**src/rtl/lcd_cmd_writer.sv**
```systemverilog
// HD44780 4-bit command/data writer: runs the post-init configuration bytes, then serves host byte writes.
// Optional build macro LCD_CURSOR_BLINK_EN selects Display On = 0x0F instead of 0x0C.
module lcd_cmd_writer #(
    parameter int T_SETUP      = 2,
    parameter int T_E_HIGH     = 12,
    parameter int T_NIBBLE_GAP = 50,
    parameter int T_CMD_WAIT   = 2000,
    parameter int T_CLEAR_WAIT = 82000,
    parameter int CNT_W        = 17
) (
    input  logic       clk,
    input  logic       reset,
    input  logic       enable,
    input  logic       wr_valid,
    input  logic       wr_rs,
    input  logic [7:0] wr_data,
    output logic       wr_ready,
    output logic       cfg_done,
    output logic [3:0] SF_D,
    output logic       LCD_E,
    output logic       LCD_RS,
    output logic       LCD_RW
);

`ifdef LCD_CURSOR_BLINK_EN
    localparam logic [7:0] DISPLAY_ON = 8'h0F;
`else
    localparam logic [7:0] DISPLAY_ON = 8'h0C;
`endif

    localparam logic [3:0] S_WAIT_INIT = 4'd0;
    localparam logic [3:0] S_LOAD      = 4'd1;
    localparam logic [3:0] S_UP_SETUP  = 4'd2;
    localparam logic [3:0] S_UP_E      = 4'd3;
    localparam logic [3:0] S_UP_HOLD   = 4'd4;
    localparam logic [3:0] S_GAP       = 4'd5;
    localparam logic [3:0] S_LO_SETUP  = 4'd6;
    localparam logic [3:0] S_LO_E      = 4'd7;
    localparam logic [3:0] S_LO_HOLD   = 4'd8;
    localparam logic [3:0] S_WAIT      = 4'd9;
    localparam logic [3:0] S_READY     = 4'd10;

    localparam logic [CNT_W-1:0] TIMER_ONE = CNT_W'(1);

    logic [3:0]       r_state, w_state_next;
    logic [CNT_W-1:0] r_timer, w_timer_next;
    logic [2:0]       r_cfg_idx, w_cfg_idx_next;
    logic             r_cfg_done, w_cfg_done_next;
    logic [7:0]       r_byte, w_byte_next;
    logic             r_rs, w_rs_next;
    logic [3:0]       r_sf_d, w_sf_d_next;
    logic             r_lcd_e, w_lcd_e_next;
    logic             r_lcd_rs, w_lcd_rs_next;
    logic             r_wr_ready, w_wr_ready_next;
    logic [7:0]       w_cfg_byte;
    logic [CNT_W-1:0] w_dur_m1;
    logic             w_last;

    always_comb begin
        case (r_cfg_idx)
            3'd0:    w_cfg_byte = 8'h28;
            3'd1:    w_cfg_byte = 8'h06;
            3'd2:    w_cfg_byte = DISPLAY_ON;
            default: w_cfg_byte = 8'h01;
        endcase
    end

    // Clear (RS=0, 0x01) needs the long post-command wait.
    always_comb begin
        case (r_state)
            S_UP_SETUP, S_LO_SETUP: w_dur_m1 = CNT_W'(T_SETUP - 1);
            S_UP_E, S_LO_E:         w_dur_m1 = CNT_W'(T_E_HIGH - 1);
            S_GAP:                  w_dur_m1 = CNT_W'(T_NIBBLE_GAP - 1);
            S_WAIT:                 w_dur_m1 = (!r_rs && r_byte == 8'h01) ?
                                               CNT_W'(T_CLEAR_WAIT - 1) : CNT_W'(T_CMD_WAIT - 1);
            default:                w_dur_m1 = '0;
        endcase
    end

    assign w_last = (r_timer == w_dur_m1);

    always_comb begin
        w_state_next    = r_state;
        w_cfg_idx_next  = r_cfg_idx;
        w_cfg_done_next = r_cfg_done;
        w_byte_next     = r_byte;
        w_rs_next       = r_rs;
        case (r_state)
            S_WAIT_INIT: if (enable) w_state_next = S_LOAD;
            S_LOAD: begin
                if (r_cfg_idx < 3'd4) begin
                    w_byte_next    = w_cfg_byte;
                    w_rs_next      = 1'b0;
                    w_cfg_idx_next = r_cfg_idx + 3'd1;
                    w_state_next   = S_UP_SETUP;
                end else begin
                    w_cfg_done_next = 1'b1;
                    w_state_next    = S_READY;
                end
            end
            S_UP_SETUP: if (w_last) w_state_next = S_UP_E;
            S_UP_E:     if (w_last) w_state_next = S_UP_HOLD;
            S_UP_HOLD:  w_state_next = S_GAP;
            S_GAP:      if (w_last) w_state_next = S_LO_SETUP;
            S_LO_SETUP: if (w_last) w_state_next = S_LO_E;
            S_LO_E:     if (w_last) w_state_next = S_LO_HOLD;
            S_LO_HOLD:  w_state_next = S_WAIT;
            S_WAIT: begin
                // The final config byte goes straight to READY so ready lines up with the end of its wait.
                if (w_last) begin
                    if (r_cfg_done) begin
                        w_state_next = S_READY;
                    end else if (r_cfg_idx < 3'd4) begin
                        w_state_next = S_LOAD;
                    end else begin
                        w_cfg_done_next = 1'b1;
                        w_state_next    = S_READY;
                    end
                end
            end
            S_READY: begin
                if (wr_valid) begin
                    w_byte_next  = wr_data;
                    w_rs_next    = wr_rs;
                    w_state_next = S_UP_SETUP;
                end
            end
            default: w_state_next = S_WAIT_INIT;
        endcase
        if (!enable) begin
            w_state_next    = S_WAIT_INIT;
            w_cfg_idx_next  = 3'd0;
            w_cfg_done_next = 1'b0;
        end
        w_timer_next = (w_state_next == r_state) ? r_timer + TIMER_ONE : '0;
    end

    // Outputs are decoded from the next state so they register alongside it.
    always_comb begin
        w_sf_d_next     = 4'h0;
        w_lcd_e_next    = 1'b0;
        w_lcd_rs_next   = 1'b0;
        case (w_state_next)
            S_UP_SETUP, S_UP_HOLD: begin
                w_sf_d_next   = w_byte_next[7:4];
                w_lcd_rs_next = w_rs_next;
            end
            S_UP_E: begin
                w_sf_d_next   = w_byte_next[7:4];
                w_lcd_rs_next = w_rs_next;
                w_lcd_e_next  = 1'b1;
            end
            S_LO_SETUP, S_LO_HOLD: begin
                w_sf_d_next   = w_byte_next[3:0];
                w_lcd_rs_next = w_rs_next;
            end
            S_LO_E: begin
                w_sf_d_next   = w_byte_next[3:0];
                w_lcd_rs_next = w_rs_next;
                w_lcd_e_next  = 1'b1;
            end
            S_GAP, S_WAIT: w_lcd_rs_next = w_rs_next;
            default: ;
        endcase
        w_wr_ready_next = (w_state_next == S_READY);
    end

    always_ff @(posedge clk or negedge reset) begin
        if (!reset) begin
            r_state    <= S_WAIT_INIT;
            r_timer    <= '0;
            r_cfg_idx  <= 3'd0;
            r_cfg_done <= 1'b0;
            r_byte     <= 8'h00;
            r_rs       <= 1'b0;
            r_sf_d     <= 4'h0;
            r_lcd_e    <= 1'b0;
            r_lcd_rs   <= 1'b0;
            r_wr_ready <= 1'b0;
        end else begin
            r_state    <= w_state_next;
            r_timer    <= w_timer_next;
            r_cfg_idx  <= w_cfg_idx_next;
            r_cfg_done <= w_cfg_done_next;
            r_byte     <= w_byte_next;
            r_rs       <= w_rs_next;
            r_sf_d     <= w_sf_d_next;
            r_lcd_e    <= w_lcd_e_next;
            r_lcd_rs   <= w_lcd_rs_next;
            r_wr_ready <= w_wr_ready_next;
        end
    end

    assign SF_D     = r_sf_d;
    assign LCD_E    = r_lcd_e;
    assign LCD_RS   = r_lcd_rs;
    assign LCD_RW   = 1'b0;
    assign wr_ready = r_wr_ready;
    assign cfg_done = r_cfg_done;

endmodule

```
**config.mk**
```make
export PLATFORM = sky130hd
export DESIGN_NAME = lcd_cmd_writer
export DESIGN_NICKNAME = d
export VERILOG_FILES = /design/src/rtl/lcd_cmd_writer.sv
export SDC_FILE = /design/constraint.sdc
export NUM_CORES = 1
export LEC_CHECK = 0
export BUFFER_PORTS_ARGS = -buffer_cell sky130_fd_sc_hd__buf_2
export CAP_MARGIN = 20
export CELL_PAD_IN_SITES_DETAIL_PLACEMENT = 0
export CELL_PAD_IN_SITES_GLOBAL_PLACEMENT = 1
export CORE_AREA = 5 5 101 103
export CTS_CLUSTER_DIAMETER = 100
export DETAILED_ROUTE_END_ITERATION = 8
export DIE_AREA = 0 0 106 108
export GPL_ROUTABILITY_DRIVEN = 0
export MAX_ROUTING_LAYER = met4
export PLACE_DENSITY = 0.62
export SLEW_MARGIN = 25
export SYNTH_ARGS = -nofsm -noshare
export SYNTH_HDL_FRONTEND = slang
export SYNTH_SLANG_ARGS = --single-unit
```
**constraint.sdc**
```tcl
create_clock -name clk -period 3.1 [get_ports clk]
set_input_delay 0.155 -clock clk [delete_from_list [all_inputs] [get_ports clk]]
set_output_delay 0.155 -clock clk [all_outputs]
set_load 0.01 [all_outputs]
```
**Word-level counts from Yosys, hierarchy flattened**

Cells that the tools add are included.

- Magnitude comparators: 1
- Add/subtract/negate cells: 2
- Mux-type cells: 34
- Eq/ne operators: 29
- Reduce and logical (&&, ||, !) cells: 12

Operators by type and width:

| cell | count |
|---|---|
| 17-bit one-hot mux with 4 select lines | 1 |
| 4-bit two-way mux | 11 |
| 4-bit one-hot mux with 11 select lines | 1 |
| 17-bit two-way mux | 2 |
| 4-bit by 3-bit equality test with 1-bit output (second input constant) | 8 |
| 4-bit equality test (second input constant) | 6 |
| 6-bit one-hot mux with 3 select lines | 1 |
| 17-bit by 1-bit adder with 17-bit output (second input constant) | 1 |
| 17-bit equality test | 1 |
| 4-bit by 2-bit equality test with 1-bit output (second input constant) | 4 |
| 8-bit two-way mux | 2 |
| 8-bit one-hot mux with 2 select lines | 1 |
| 1-bit two-way mux | 9 |
| 3-bit two-way mux | 3 |
| 8-bit by 1-bit equality test with 1-bit output (second input constant) | 1 |
| 4-bit one-hot mux with 2 select lines | 1 |
| 8-bit OR reduction | 1 |
| 3-bit inequality test (second input constant) | 2 |
| 2-bit OR reduction | 3 |
| 3-bit OR reduction | 2 |
| 4-bit by 1-bit equality test with 1-bit output (second input constant) | 1 |
| 4-bit equality test | 1 |
| 4-bit zero test | 1 |
| 2-bit by 1-bit inequality test with 1-bit output (second input constant) | 2 |
| other kinds (11) | 12 |

- Word-level logic and storage cells: 88
- Output and inout bits: 9
- Register bits after elaboration: 41

**Depth between registers and ports, before layout**

Gate-level depths: netlist of run 1.

- Word-level depth: 11
- Mapped depth: 11

**Least setup slack after synthesis of run 1**

Ideal clock, no wire load.

- Path type: flip-flop to flip-flop
- Start point: register r_timer[2]
- End point: register r_timer[14]
- Stages on the path, launching flop included: 11
- Arrival: 2.537 ns
- Setup time: 0.119 ns
- Slack: 0.444 ns
- Cells stage by stage: dfrtp_1 -> or4_1 -> nor3_2 -> o2111ai_2 -> or3_1 -> buf_6 -> nor3_4 -> a2111oi_2 -> o211ai_4 -> buf_8 -> nor2_2

- Cells in the longest elaborated chain, start to end: 6

Ends and longest elaborated chain:

| what | line | source |
|---|---|---|
| start, declared | 46 | `logic [CNT_W-1:0] r_timer, w_timer_next;` |
| start signal, assigned | 182 | `r_timer <= w_timer_next;` |
| 17-bit equality test | 80 | `assign w_last = (r_timer == w_dur_m1);` |
| 4-bit two-way mux (tied with other cells) | 110 | `if (w_last) begin` |
| 4-bit one-hot mux with 11 select lines | 88 | `case (r_state)` |
| 4-bit two-way mux | 130 | `if (!enable) begin` |
| 4-bit equality test | 135 | `w_timer_next = (w_state_next == r_state) ? r_timer + TIMER_ONE : '0;` |
| 17-bit two-way mux * | 135 |  |
| via w_timer_next[14] | 46 |  |

Mark *: on every way through the listed nets, which the timed path passes. The rest lies on a longest branch.
A chain may end at the register's enable or synchronous reset.

**Worst setup path after layout of run 1**

- Start point: register r_timer[2]
- End point: register r_sf_d[3], in the netlist SF_D[3]

- Cells in the longest elaborated chain, start to end: 7

Ends and longest elaborated chain:

| what | line | source |
|---|---|---|
| 17-bit equality test * | 80 |  |
| 4-bit two-way mux (tied with other cells) | 110 |  |
| 4-bit one-hot mux with 11 select lines * | 88 |  |
| 4-bit two-way mux * | 130 |  |
| via w_state_next[1] | 45 | `logic [3:0] r_state, w_state_next;` |
| 4-bit by 3-bit equality test with 1-bit output (tied with other cells) | 143 | `case (w_state_next)` |
| 3-bit OR reduction (no line) | -- |  |
| 4-bit one-hot mux with 2 select lines * | 143 |  |
| via w_sf_d_next[3] | 51 | `logic [3:0] r_sf_d, w_sf_d_next;` |
| end signal, assigned | 187 | `r_sf_d <= w_sf_d_next;` |
| end, declared | 51 |  |

Marked as above.

==> results of run 1 <==
## registers in the layout, summed over array words and instances, names as in the netlist
name and flops:
LCD_E 1, LCD_RS 1, SF_D 4, cfg_done 1
r_byte 8, r_cfg_idx 3, r_rs 1, r_state 4
r_timer 17, wr_ready 1
## area by class of cell
type                            count  area, µm²
Tap cell                          111        139
Sequential cell                    41       1030
Clock inverter                      3       65.1
Inverter                           21       78.8
Timing Repair Buffer               37        245
Clock buffer                        5       68.8
Multi-Input combinational cell    223       1470
Fill cell                         967       6020
## per-layer routing
metal / vias to the layer above / GRT usage, % / wire length, µm
li1: 1117 / - / -
met2: 50 / 20.7 / 3210
met1: 1128 / 17.3 / 3210
met4: 0 / 4.07 / 106
met5: - / - / 0
met3: 7 / 1.43 / 283
## critical path, stage by stage, from the launching register on
cell and delay, ps:
dfrtp_1 440, or4_1 550, nor3_2 140, o2111ai_2 190, or3_1 580, o21ai_2 210, and2_1 220, inv_2 70
a22oi_2 250, o32ai_1 130
## cell usage after synthesis, drive strengths merged, types with 2 or more instances
cell and instances:
nor2 47, dfrtp 41, nand2 30, inv 21, a21oi 11, o21ai 11, clkbuf 10, nand3 9
xnor2 9, nor4 8, nor3 7, xor2 7, buf 6, nand4 6, o32ai 6, ha 5
a22oi 4, and2 4, and3 4, o21a 4, a2111oi 3, a211oi 3, a221oi 3, nand2b 3
nor4b 3, or2 3, or3 3, a31oi 2, nor2b 2, o211ai 2, o22ai 2, or4 2
## worst max-delay path by stage
stage                          from                    end  slack (ps)  cells past startpoint
3_3_place_gp   r_timer[2]$_DFF_PN0_   r_timer[3]$_DFF_PN0_         130                      8
3_5_place_dp   r_timer[2]$_DFF_PN0_   r_timer[2]$_DFF_PN0_          60                      8
2_1_floorplan  r_timer[2]$_DFF_PN0_  r_timer[14]$_DFF_PN0_         440                     10
6_report       r_timer[2]$_DFF_PN0_      SF_D[3]$_DFF_PN0_         170                      9
5_1_grt        r_timer[2]$_DFF_PN0_      SF_D[3]$_DFF_PN0_           1                      9
4_1_cts        r_timer[2]$_DFF_PN0_   r_timer[2]$_DFF_PN0_          50                      8
## cell usage in the layout (no fill, tap or decap), drive strengths merged, types with 4 or more instances in the layout
cell type and n:
nor2 47, dfrtp 41, buf 36, nand2 30
inv 21, a21oi 11, o21ai 11, xnor2 9
nand3 9, nor4 8, xor2 7, nor3 7
nand4 6, o32ai 6, ha 5, clkbuf 5
and2 4, o21a 4, a22oi 4, and3 4
## report_power, final
part	switching [mW]	leakage, nW	internal [mW]
registers	0.0630	0.562	0.596
clock network	0.190	0.0681	0.320
logic	0.460	0.720	0.306
## cell families (layout without fill, tap and decap cells)
group                      Yosys count  after routing
other                                1              1
adders and majority gates            5              5
AOI/OAI and AO/OA                   65             65
xor gates and xnor gates            16             16
buffers and inverters               37             66
DFF                                 41             41
and+or+nand+nor                    136            136
## repair_timing
| action | CTS | global route |
|---|---|---|
| hold buffers | 0 | 1 |
| gates resized for setup | 0 | 3 |
| setup endpoints to repair | 0 | 21 |
| endpoints found under the hold margin | 0 | 41 |
| buffers inserted | 0 | 1 |
==> results by group, run 1 <==
Outcome
  • Outcome: complete, no violations

Die
  • Starting density of the core: 29.7%
  • Die width: 106 µm
  • Floorplan die height: 108 µm
  • Die area: 0.0114 mm²
  • Num rows: 35
  • Core Box Area: 0.00911 mm²
  • Number of placed I/O pins: 22

Drt
  • Vias per Instance: 5.22
  • Via count: 2302
  • Detailed Route WL: 6.81 mm
  • First DRT Iteration DRCs: 64
  • DRC: 0
  • Routed wire length per instance: 15.4 µm
  • Total iterations of the first detailed-routing run: 4
  • Antenna viol nets, final: 0

Clocking
  • Level count of the clock H-tree: 2
  • CTS tree: done
  • CTS buffer count: 5
  • Clock transition at the registers of the reported paths: 80 ps
  • Root Buffer: clkbuf_8
  • Clk_lat worst skew: 290 ps
  • TritonCTS sink count: 41
  • Worst-case clock buffer depth: 2

Worst setup path
  • Worst reg2reg path startpoint: r_timer[2]$_DFF_PN0_
  • Arrival time at the worst endpoint: 3090 ps
  • Worst path required time: 3260 ps
  • Capture point of the worst reg-to-reg path: SF_D[3]$_DFF_PN0_
  • Classification of the worst setup path: register to register
  • Sort of element at the end of the critical path: register
  • Worst r2r path cells: 9
  • Sort of element at the start of the critical path: register
  • Worst R2R Setup Slack: 170 ps
  • Highest fanout seen on the critical path: 8

Synth
  • Post-synthesis simple-gate area fraction: 26.7%
  • Average cell area after synthesis: 8.98 µm²
  • Count of warnings emitted by yosys: 0
  • Share of the yosys chip area belonging to registers: 38.0%
  • Compound-Gate Fraction of Synth Area: 19.4%
  • Fraction of the mapped netlist area in adder cells: 2.31%
  • Post-synthesis instance area: 0.00270 mm²
  • Post-synthesis mux area share: 0%
  • Cell types with the largest area share after synthesis: dfrtp_1, nor2_1, nand2_1
  • Cell taking the most area after synthesis: dfrtp_1
  • Proportion of register bits with asynchronous set or reset after synthesis: 100%
  • Most common flop cell mapped by yosys: dfrtp_1
  • Register bit count reported by yosys: 41
  • Synthesized instance count: 301
  • Main combinational cell family by area after synthesis: simple AND/OR/NAND/NOR gates
  • Post-synthesis net count: 319
  • Number of enable-type register cells in the synthesized netlist: 0
  • Fraction of post-synthesis cell area in the top cell type by area: 38.0%
  • Yosys cell types: 69
  • Fraction of synthesized cell area in xor and xnor cells: 5.19%

Place
  • Worst slack after detailed placement: 61.2 ps
  • Quantity of I/O buffers inserted on ports: 20
  • Placed insts: 431
  • Cell area reported after detailed placement: 0.00291 mm²
  • Post-DP HPWL: 5.07 mm

Finish
  • Antenna diode instance count: 0
  • Net total in the final layout: 347
  • Post-route cell area: 0.00309 mm²
  • Share of final-layout standard cells stronger than drive strength 1: 24.2%
  • Post-Layout Cell Count: 441
  • Final core utilization: 33.9%
  • Post-synthesis to final-layout area growth: 14.4%

Timing
  • RSZ-0062 raised after global routing: no
  • Number of slew-limit violations in the final report: 0
  • Slew at the pin closest to its max-slew limit: 537 ps
  • Setup clock skew after layout: 5.37 ps
  • Number of endpoints failing setup at the final stage: 0
  • Final Critical Period: 2930 ps
  • Hold Worst Slack: 110 ps
  • Final worst path period share: 94.7%
  • Setup TNS: 0 ps
  • Post-layout worst setup margin: 166 ps
  • Max frequency: 341 MHz
  • Final count of hold timing violations: 0
  • Relative slew slack: 64.2%

Global routing
  • Initial antenna violation count: 0
  • Wire length of the first global-routing pass: 11.6 mm
  • Largest net degree at the start of global routing: 42
  • Total global routing overflow: 0
  • Number of global-route vias before repair: 2289
  • GRT Total Usage: 12.9%

Min path
  • Worst hold-check path type: input pin to register
  • Cell count of the worst hold path: 3
  • Worst Hold Launch: wr_rs
  • Hold Path End: r_rs$_DFF_PN0_

Pwr
  • Power density cells: 626 mW/mm²
  • Maximum ir drop on the vdd rail: 0.266 mV
  • Total power draw: 1.94 mW
  • Leak pwr: 1.35 nW

Flow run
  • Number of max-capacitance violations reported: 0
(Power assumes the default switching activity.)
==> run 2, diff against run 1 <==
Settings changed: CORE_AREA 5 5 101 103 to 2 2 98 100, DIE_AREA 0 0 106 108 to 0 0 100 102, PLACE_DENSITY 0.62 to 0.64.
Clock period 3.1 ns to 2.45 ns, I/O delays scaled along.
==> run 2 against run 1 <==
The flow now finishes with violations (setup timing). Die area down 11%. Core utilization up 6.4 points. Clock skew up 6.5 ps. Routed wire length up 8.0%. Worst setup slack worse by 510 ps. Maximum frequency up 5.2%. Combinational power up 92%. Count of clock-buffer cells in the layout unchanged. Global-route usage up 2.9 points. Register-to-register slack worse by 510 ps. Sequential power up 25%. Worst hold slack worse by 25 ps.
==> results by group, run 2 (synthesis gave the netlist of run 1 again) <==
Drt
  • Detailed Route WL: 7.36 mm
  • Routed wire length per instance: 15.0 µm
  • DRC: 0
  • Vias per Instance: 5.02
  • Via count: 2466
  • Antenna viol nets, final: 0
  • Total iterations of the first detailed-routing run: 5
  • First DRT Iteration DRCs: 154

Worst setup path
  • Sum of buffers and inverters on the critical path: 3
  • Sort of element at the end of the critical path: register
  • Cell with the biggest individual delay on the critical path: or4_4
  • Sort of element at the start of the critical path: register
  • Cell mode on critical path: nor3_4
  • Number of gates on the worst path with buffers counted: 11
  • Worst r2r path cells: 11
  • Worst reg2reg path startpoint: r_timer[16]$_DFF_PN0_
  • Classification of the worst setup path: register to register
  • Arrival time at the worst endpoint: 2950 ps
  • Worst R2R Setup Slack: -340 ps
  • Highest fanout seen on the critical path: 7
  • Delay of the slowest cell on the worst path: 550 ps
  • Worst setup path endpoint: SF_D[3]$_DFF_PN0_
  • Kind of cell with the highest combined delay on the critical path: simple AND/OR/NAND/NOR gates
  • Capture point of the worst reg-to-reg path: SF_D[3]$_DFF_PN0_
  • Worst Setup SP: r_timer[16]$_DFF_PN0_
  • CP cell instances: or4_4, nor3_4, o2111ai_2, or3_4, buf_8, nor3_4, buf_4, nor4b_2, o21ai_2, buf_6, o32ai_2
  • Worst path required time: 2610 ps

Clocking
  • CTS tree: done
  • Root Buffer: clkbuf_8
  • Level count of the clock H-tree: 2
  • TritonCTS sink count: 41
  • Clk_lat worst skew: 300 ps
  • Worst-case clock buffer depth: 2
  • CTS buffer count: 5
  • Clock transition at the registers of the reported paths: 80 ps

Die
  • Die width: 100 µm
  • Starting density of the core: 29.7%
  • Die area: 0.0102 mm²
  • Number of placed I/O pins: 22
  • Num rows: 35
  • Core Box Area: 0.00911 mm²
  • Floorplan die height: 102 µm

Timing
  • Final worst path period share: 114%
  • Max frequency: 358 MHz
  • Final count of hold timing violations: 0
  • Relative slew slack: 63.5%
  • RSZ-0062 raised after global routing: yes
  • Slew at the pin closest to its max-slew limit: 548 ps
  • Number of slew-limit violations in the final report: 0
  • Post-layout worst setup margin: -340 ps
  • Number of endpoints failing setup at the final stage: 24
  • Setup clock skew after layout: 11.9 ps
  • Final Critical Period: 2790 ps

Finish
  • Largest register by flop count: r_timer
  • Filler cell count: 905
  • Share of final-layout standard cells stronger than drive strength 1: 41.6%
  • Multi-input combinational cell area: 0.00164 mm²
  • Post-Layout Cell Count: 491
  • Flip-flop count of the largest register, all copies and words added: 17
  • Post-synthesis to final-layout area growth: 36.0%
  • Antenna diode instance count: 0
  • Top library cells by usage in the layout, fill and taps aside: buf_4, dfrtp_1, nor2_1
  • Net total in the final layout: 398
  • Register area: 0.00103 mm²
  • Most common cell after layout, fill and taps aside: buf_4
  • Largest registers: r_timer x17, r_byte x8

Min path
  • Worst hold-check path type: input pin to register

Place
  • Post-DP HPWL: 5.31 mm
  • Placed insts: 476
  • Worst slack after detailed placement: -364 ps
  • Quantity of I/O buffers inserted on ports: 20

Flow run
  • Number of max-capacitance violations reported: 0

Global routing
  • Total global routing overflow: 0
  • Initial antenna violation count: 0
  • GRT Total Usage: 15.8%
  • Number of global-route vias before repair: 2452
  • Largest net degree at the start of global routing: 42
  • Wire length of the first global-routing pass: 12.4 mm

Pwr
  • Power density cells: 769 mW/mm²
  • Leak pwr: 1.65 nW
  • Maximum ir drop on the vdd rail: 0.356 mV

Outcome
  • Violations in the final reports: setup timing
  • Outcome: finished, violations left
-- run 2: cell count changes in the layout (fill, tap and decap cells not counted), sizes merged --
cell,change
buf,+51
bufinv,-1
-- run 2: timing repair --
| item | in CTS | in global routing |
|---|---|---|
| endpoints found under the hold margin | 0 | 41 |
| setup buffers | 3 | 5 |
| hold buffers | 0 | 1 |
| pin swaps | 11 | 9 |
| resized for setup | 19 | 30 |
| setup endpoints to repair | 28 | 29 |
-- run 2: per-layer routing --
metal	up-vias	routed length (µm)	global-route usage (%)	part of all wire [%]
met1	1173	3370	21.3	46
met4	0	92	4.11	1.3
li1	1225	-	-	-
met5	-	0	-	0
met3	7	319	1.44	4.3
met2	61	3580	25.7	49
-- run 2: power breakdown --
part | switching, mW | internal [mW] | leakage [nW]
sequential | 0.0699 | 0.756 | 0.558
clock | 0.237 | 0.296 | 0.0540
combinational | 0.752 | 0.713 | 1.04
-- run 2: metrics by stage --
step                util, %  hold WS, ps  instance area (µm²)  TNS (ps)  total power [mW]
global route           40.3          121                 3670     -9400              3.02
finish                 40.3         84.7                 3670     -6820              2.83
floorplan                 -         -173                 2710     -2860              1.58
detailed placement     36.0          328                 3280     -8070              2.02
CTS                    38.3         8.83                 3490     -6330              2.69
global placement       36.0          318                 3280     -6890              2.02
-- run 2: worst min-delay path: stages --
cell and delay (ps):
buf_2 80, a221oi_1 90, inv_1 50
-- run 2: how the worst min path moves through the flow --
| stage | from | to | depth (start not counted) |
|---|---|---|---|
| after floorplan | reset | LCD_E$_DFF_PN0_ | 0 |
| after global placement | reset | r_rs$_DFF_PN0_ | 1 |
| after detailed placement | reset | r_byte[4]$_DFF_PN0_ | 1 |
| after CTS | reset | r_byte[4]$_DFF_PN0_ | 1 |
| after global routing | wr_data[0] | r_byte[0]$_DFF_PN0_ | 3 |
| final | wr_data[2] | r_byte[2]$_DFF_PN0_ | 3 |
-- run 2: final cells by class --
| class | instances | share of cell area [%] |
|---|---|---|
| Multi-Input combinational cell | 223 | 44.7 |
| Clock inverter | 2 | 0.953 |
| Clock buffer | 5 | 1.87 |
| Inverter | 21 | 2.21 |
| Sequential cell | 41 | 28.0 |
| Timing Repair Buffer | 88 | 18.5 |
| Tap cell | 111 | 3.78 |
